## config.mk

```make
export PLATFORM = sky130hd
export DESIGN_NAME = udp_word_packer_flat
export DESIGN_NICKNAME = d
export VERILOG_FILES = /design/src/rtl/udp_word_packer_pkg.sv /design/src/rtl/udp_word_packer_if.sv /design/src/rtl/udp_sat_cnt.sv /design/src/rtl/udp_word_packer.sv /design/src/flat_wrapper.sv
export SDC_FILE = /design/constraint.sdc
export NUM_CORES = 1
export LEC_CHECK = 0
export ABC_CLOCK_PERIOD_IN_PS = 2000
export BUFFER_PORTS_ARGS = -buffer_cell sky130_fd_sc_hd__buf_4
export CORE_ASPECT_RATIO = 0.7
export CORE_MARGIN = 5
export CORE_UTILIZATION = 49
export DETAILED_ROUTE_END_ITERATION = 10
export PLACE_DENSITY = 0.75
export SYNTH_ARGS = -nofsm -noshare
export SYNTH_HDL_FRONTEND = slang
export SYNTH_SLANG_ARGS = --single-unit
```

## constraint.sdc

```tcl
create_clock -name clk -period 2 [get_ports clk]
set_input_delay 0 -clock clk [delete_from_list [all_inputs] [get_ports clk]]
set_output_delay 0 -clock clk [all_outputs]
set_load 0.01 [all_outputs]
```

## src/rtl/udp_word_packer_pkg.sv

```systemverilog
// Shared constants and helpers for the nibble-to-word packer.
// Default beat/word widths and the overflow counter width live here.
package udp_word_packer_pkg;

  localparam int DEF_IN_W  = 4;
  localparam int DEF_OUT_W = 16;
  localparam int OVF_W     = 16;

  // Physical lane slot for a logical lane (arrival order).
  function automatic int lane_pos(input int lane, input int r, input bit msb_first);
    return msb_first ? (r - 1 - lane) : lane;
  endfunction

endpackage

```

## src/rtl/udp_word_packer_if.sv

```systemverilog
// Beat-in / word-out bus of the packer. The packer uses the slave view,
// the beat source / word sink uses the master view.
interface udp_word_packer_if
  import udp_word_packer_pkg::*;
#(
  parameter int IN_W  = DEF_IN_W,
  parameter int OUT_W = DEF_OUT_W
);
  localparam int R = OUT_W / IN_W;

  logic [IN_W-1:0]  in_data;
  logic             in_en;
  logic             in_last;
  logic             out_ready;
  logic [OUT_W-1:0] out_data;
  logic             out_valid;
  logic             out_last;
  logic [R-1:0]     out_keep;

  modport master (
    output in_data, in_en, in_last, out_ready,
    input  out_data, out_valid, out_last, out_keep
  );

  modport slave (
    input  in_data, in_en, in_last, out_ready,
    output out_data, out_valid, out_last, out_keep
  );

endinterface

```

## src/rtl/udp_sat_cnt.sv

```systemverilog
// Event counter that sticks at all-ones instead of wrapping.
module udp_sat_cnt #(
  parameter int WIDTH = 16
) (
  input  logic             clk,
  input  logic             rst_n,
  input  logic             inc,
  output logic [WIDTH-1:0] count
);

  always_ff @(posedge clk or negedge rst_n) begin
    if (!rst_n)
      count <= '0;
    else if (inc && (count != '1))
      count <= count + WIDTH'(1);
  end

endmodule

```

## src/rtl/udp_word_packer.sv

```systemverilog
// Packs IN_W-bit beats into OUT_W-bit words with per-lane keep, frame-last
// marking and a one-deep output register; words completing into a stalled
// output are dropped and counted.
module udp_word_packer
  import udp_word_packer_pkg::*;
#(
  parameter int              IN_W      = DEF_IN_W,
  parameter int              OUT_W     = DEF_OUT_W,
  parameter bit              MSB_FIRST = 1'b0,
  parameter logic [IN_W-1:0] PAD       = '0
) (
  input  logic             clk,
  input  logic             rst_n,
  udp_word_packer_if.slave bus,
  output logic [OVF_W-1:0] ovf_cnt
);

  localparam int R  = OUT_W / IN_W;
  localparam int CW = (R > 1) ? $clog2(R) : 1;

  if (OUT_W % IN_W != 0) begin : g_bad_ratio
    $error("udp_word_packer: OUT_W must be an integer multiple of IN_W");
  end
  if (R < 2 || R > 16) begin : g_bad_lanes
    $error("udp_word_packer: OUT_W/IN_W must lie in 2..16");
  end

  logic [CW-1:0]            cnt;
  logic [R-1:0][IN_W-1:0]   acc;
  logic [R-1:0][IN_W-1:0]   word_nxt;
  logic [R-1:0]             keep_nxt;
  logic [R-1:0][IN_W-1:0]   data_q;
  logic [R-1:0]             keep_q;
  logic                     valid_q;
  logic                     last_q;
  logic                     done;
  logic                     can_load;
  logic                     drop;

  assign done     = bus.in_en && (bus.in_last || (cnt == CW'(R - 1)));
  assign can_load = !valid_q || bus.out_ready;
  assign drop     = done && !can_load;

  // Lanes below cnt come from the accumulator, lane cnt is the live beat,
  // the rest are padding. Stale accumulator content above cnt never leaks.
  always_comb begin
    word_nxt = '0;
    keep_nxt = '0;
    for (int i = 0; i < R; i++) begin
      if (i < int'(cnt)) begin
        word_nxt[lane_pos(i, R, MSB_FIRST)] = acc[i];
        keep_nxt[lane_pos(i, R, MSB_FIRST)] = 1'b1;
      end else if (i == int'(cnt)) begin
        word_nxt[lane_pos(i, R, MSB_FIRST)] = bus.in_data;
        keep_nxt[lane_pos(i, R, MSB_FIRST)] = 1'b1;
      end else begin
        word_nxt[lane_pos(i, R, MSB_FIRST)] = PAD;
      end
    end
  end

  always_ff @(posedge clk or negedge rst_n) begin
    if (!rst_n) begin
      cnt <= '0;
      acc <= '0;
    end else if (bus.in_en) begin
      for (int i = 0; i < R; i++)
        if (i == int'(cnt)) acc[i] <= bus.in_data;
      // A dropped word still restarts the accumulator at lane 0.
      cnt <= done ? '0 : cnt + CW'(1);
    end
  end

  always_ff @(posedge clk or negedge rst_n) begin
    if (!rst_n) begin
      valid_q <= 1'b0;
      data_q  <= '0;
      keep_q  <= '0;
      last_q  <= 1'b0;
    end else if (done && can_load) begin
      valid_q <= 1'b1;
      data_q  <= word_nxt;
      keep_q  <= keep_nxt;
      last_q  <= bus.in_last;
    end else if (bus.out_ready) begin
      valid_q <= 1'b0;
    end
  end

  assign bus.out_data  = data_q;
  assign bus.out_keep  = keep_q;
  assign bus.out_valid = valid_q;
  assign bus.out_last  = last_q;

  udp_sat_cnt #(.WIDTH(OVF_W)) u_ovf (
    .clk   (clk),
    .rst_n (rst_n),
    .inc   (drop),
    .count (ovf_cnt)
  );

endmodule

```

## src/flat_wrapper.sv

```systemverilog
// flat-port wrapper written by rule: the top's interface ports become plain ports
module udp_word_packer_flat import udp_word_packer_pkg::*;
#(
  parameter int              IN_W      = DEF_IN_W,
  parameter int              OUT_W     = DEF_OUT_W,
  parameter bit              MSB_FIRST = 1'b0,
  parameter logic [IN_W-1:0] PAD       = '0
)
  (clk, rst_n, ovf_cnt, bus_in_data, bus_in_en, bus_in_last, bus_out_ready, bus_out_data, bus_out_valid, bus_out_last, bus_out_keep);
  udp_word_packer_if #(.IN_W(IN_W), .OUT_W(OUT_W)) bus_i ();
  input  logic clk;
  input  logic rst_n;
  output logic [OVF_W-1:0] ovf_cnt;
  input wire logic [$bits(bus_i.in_data)-1:0] bus_in_data;
  input wire logic [$bits(bus_i.in_en)-1:0] bus_in_en;
  input wire logic [$bits(bus_i.in_last)-1:0] bus_in_last;
  input wire logic [$bits(bus_i.out_ready)-1:0] bus_out_ready;
  output wire logic [$bits(bus_i.out_data)-1:0] bus_out_data;
  output wire logic [$bits(bus_i.out_valid)-1:0] bus_out_valid;
  output wire logic [$bits(bus_i.out_last)-1:0] bus_out_last;
  output wire logic [$bits(bus_i.out_keep)-1:0] bus_out_keep;
  assign bus_i.in_data = bus_in_data;
  assign bus_i.in_en = bus_in_en;
  assign bus_i.in_last = bus_in_last;
  assign bus_i.out_ready = bus_out_ready;
  assign bus_out_data = bus_i.out_data;
  assign bus_out_valid = bus_i.out_valid;
  assign bus_out_last = bus_i.out_last;
  assign bus_out_keep = bus_i.out_keep;
  udp_word_packer #(.IN_W(IN_W), .OUT_W(OUT_W), .MSB_FIRST(MSB_FIRST), .PAD(PAD)) u_core (.clk(clk), .rst_n(rst_n), .bus(bus_i), .ovf_cnt(ovf_cnt));
endmodule
```

==> flow_summary_export.csv <==
group,metric,value,unit
synth,yosys-top-cells-area,"dfrtp_1 (56%), nand2_1 (6.1%), mux2_2 (5.8%), xor2_1 (5.2%), o21ai_0 (3.4%)",
layout,multi_input_area,995,um2
critical_path,cp_data_required_time,2.22,ns
critical_path,crit_type,"register to register",
synth,synth.most_common_cell,"dfrtp_1",
power_and_ir_drop,p_leak,1.44,nW
flow_run,drv_cap,0,
synth,synth_area_leader_cell,"dfrtp_1",
placed_design,io_buffers,46,
sta,tightest_slew,0.654,ns
synth,synthesis.nets,230,
sta,slew_headroom,56.4,%
sta,fin_crit,1.83,ns
floorplan,coreArea,4700,um2
floorplan,start_util,49.8,%
power_and_ir_drop,powerDensity,899,nW/um2
layout,syn_to_final_growth,23.7,%
critical_path,r2r_end,"u_core.u_ovf.count[15]",
hold_path,hold-path-cell-count,2,
floorplan,die_w,92.6,um
floorplan,rows,21,
placed_design,place_ws,0.199,ns
layout,fillCellCount,414,
sta,period_share,91.3,%
sta,max_freq,0.548,GHz
global_routing,grt.total_usage,17.2,%
global_routing,grt_first_pass_wirelength,8.32,mm
sta,rsz0062_at_grt,"no",
route,drc,0,
placed_design,hpwl,3.70,mm
route,ant_nets,0,
route,first_pass_iters,4,
route,vias,1735,
sta,slew_viol_final,0,
synth,ys_seq_area_share,55.6,%
sta,finalSetupTns,0,ns
synth,synth_edf_count,0,
clock_tree,clk_path_buf_depth,2,
clock_tree,cts_buffers,5,
synth,synthTopCellsByCount,"dfrtp_1 (52), nand2_1 (38), nor2_1 (16), o21ai_0 (16), xor2_1 (14)",
global_routing,antenna_found_initial,0,
critical_path,critPathSlowestCell,"or4_4",
synth,ys_seq_elements,52,
critical_path,path_cells,"ha_1 -> o21ai_2 -> or4_4 -> nor4_1 -> xor2_1",
layout,register_area,1300,um2
clock_tree,cts_root_buf,"clkbuf_8",
critical_path,cp-start-kind,"register",
sta,final-setup-viol-count,0,
clock_tree,post_cts_resized,0,
hold_path,min_from,"bus_in_data[1]",
layout,final_net_count,288,
route,via_per_inst,5.29,
clock_tree,cts_max_level,2,
power_and_ir_drop,power,2.60,mW
global_routing,grt_max_degree,53,
clock_tree,clock_latency,0.29,ns
clock_tree,cts.clk_slew.worst_paths,0.08,ns
critical_path,r2r_setup_slack,0.17,ns
synth,synthArstFlopShare,100,%
synth,synth_cell_types,33,
sta,skew,0.00440,ns
route,routed_wl,5.01,mm
route,avgRoutedWirePerCell,15.3,um
status,status,"complete, no violations",
power_and_ir_drop,ir_drop,0.000555,V
critical_path,timing.rr.start,"u_core.cnt[0]",
route,drt-initial-drc-count,104,
sta,fin_ws,0.175,ns
critical_path,critPathMaxFanout,5,
floorplan,die_height,67.8,um
sta,hold_viol,0,
synth,synthCells,215,
hold_path,hold_end,"u_core.acc[1]",
synth,synth_area,2340,um2
hold_path,hold_class,"input port to register",
layout,antenna_cells,0,
floorplan,dieArea,6280,um2
placed_design,globalplace.congestion,0.884,
critical_path,endpoint_kind,"register",
clock_tree,numClockSinks,52,
critical_path,r2r.worst_path.cells,5,
synth,synth_top_cell_area_share,55.6,%
global_routing,grt_pass1_vias,1726,
floorplan,ios,47,
clock_tree,cts_tree,"done",
synth,syn_avg_cell_area,10.9,um2
synth,synth_ff_type,"dfrtp_1",
critical_path,critPathMaxStageDelay,0.57,ns
global_routing,overflow,0,
critical_path,worstPathArrival,2.05,ns
layout,drive_gt1_share,28.4,%
synth,ys_warn_count,0,
==> routing by layer <==
layer | wire [um] | vias to the layer above | track usage (%) | share of wire, %
li1 | - | 857 | - | -
met1 | 2460 | 839 | 23.6 | 49
met2 | 2250 | 34 | 27.8 | 45
met3 | 259 | 5 | 4.29 | 5.2
met4 | 40 | 0 | 4.39 | 0.80
met5 | 0 | - | 0 | 0
==> sequential cells by signal, summed over array words and instances, names as in the netlist <==
signal,flops
u_core.bus.out_last,1
u_core.acc,12
u_core.bus.out_keep,4
u_core.cnt,2
u_core.bus.out_valid,1
u_core.bus.out_data,16
u_core.u_ovf.count,16
==> cell usage in the layout (no fill, tap or decap), drive strengths merged, types with 5 or more instances in the layout <==
| master | count |
|---|---|
| nand2 | 38 |
| nand3 | 6 |
| nor3 | 5 |
| o21ai | 17 |
| dfrtp | 52 |
| buf | 53 |
| nand4 | 5 |
| ha | 6 |
| dlygate4sd3 | 5 |
| nor4 | 7 |
| xor2 | 14 |
| clkbuf | 5 |
| nor2 | 17 |
| mux2 | 13 |
==> cell type report <==
| cell class | instances | area share, % |
|---|---|---|
| sequential | 52 | 44.9 |
| tap | 57 | 2.46 |
| clock buffer | 5 | 2.38 |
| inverter | 3 | 0.389 |
| timing repair buffer | 58 | 15.5 |
| multi-input combinational | 153 | 34.4 |
==> what timing repair did <==
| action | 4_1_cts | 5_1_grt |
|---|---|---|
| hold buffers | 5 | 0 |
| buffers inserted | 0 | 0 |
| hold endpoints to repair | 59 | 0 |
==> where the power goes <==
part / total, mW / leakage, nW / switching, mW / internal (mW)
Sequential: 1.41 / 0.661 / 0.145 / 1.27
Clock: 0.520 / 0.0359 / 0.294 / 0.226
Combinational: 0.670 / 0.746 / 0.315 / 0.355
Total: 2.60 / 1.44 / 0.755 / 1.85
==> cells by family after synthesis <==
logic type | share of synthesized area [%]
AOI/OAI and AO/OA | 6.47
xor gates and xnor gates | 5.61
adders and majority gates | 3.21
buffers and inverters | 1.92
DFF | 55.6
muxes | 8.12
and+or+nand+nor | 19.1
==> how the worst max path moves through the flow <==
stage / start / slack, ns / end
finish: u_core.cnt[0] / 0.17 / u_core.u_ovf.count[15]
global placement: u_core.cnt[0] / 0.22 / u_core.u_ovf.count[15]
CTS: u_core.cnt[0] / 0.18 / u_core.u_ovf.count[15]
floorplan: u_core.cnt[1] / 0.15 / u_core.u_ovf.count[14]
detailed placement: u_core.u_ovf.count[0] / 0.20 / u_core.u_ovf.count[8]
global route: u_core.cnt[0] / 0.05 / u_core.u_ovf.count[15]
==> through the flow <==
stage | instance area, um2 | hold WS [ns] | util, % | cells
6_report | 2900 | 0.0139 | 61.6 | 328
5_1_grt | 2900 | 0.0109 | 61.6 | 328
4_1_cts | 2900 | 0.00204 | 61.6 | 328
3_5_place_dp | 2780 | 0.0755 | 59.0 | 318
3_3_place_gp | 2780 | 0.0770 | 59.0 | 318
2_1_floorplan | 2340 | -0.296 | - | 215
==> critical path: cells and delay by family, from the launching register on <==
kind / cells / cell delay, ns
AO/OA/AOI/OAI: 1 / 0.10
XOR/XNOR: 1 / 0.18
adder cells (fa/ha/maj): 1 / 0.21
flip-flops: 1 / 0.42
AND/OR/NAND/NOR: 2 / 0.84
Note: power is estimated with default switching activity, not from simulation.
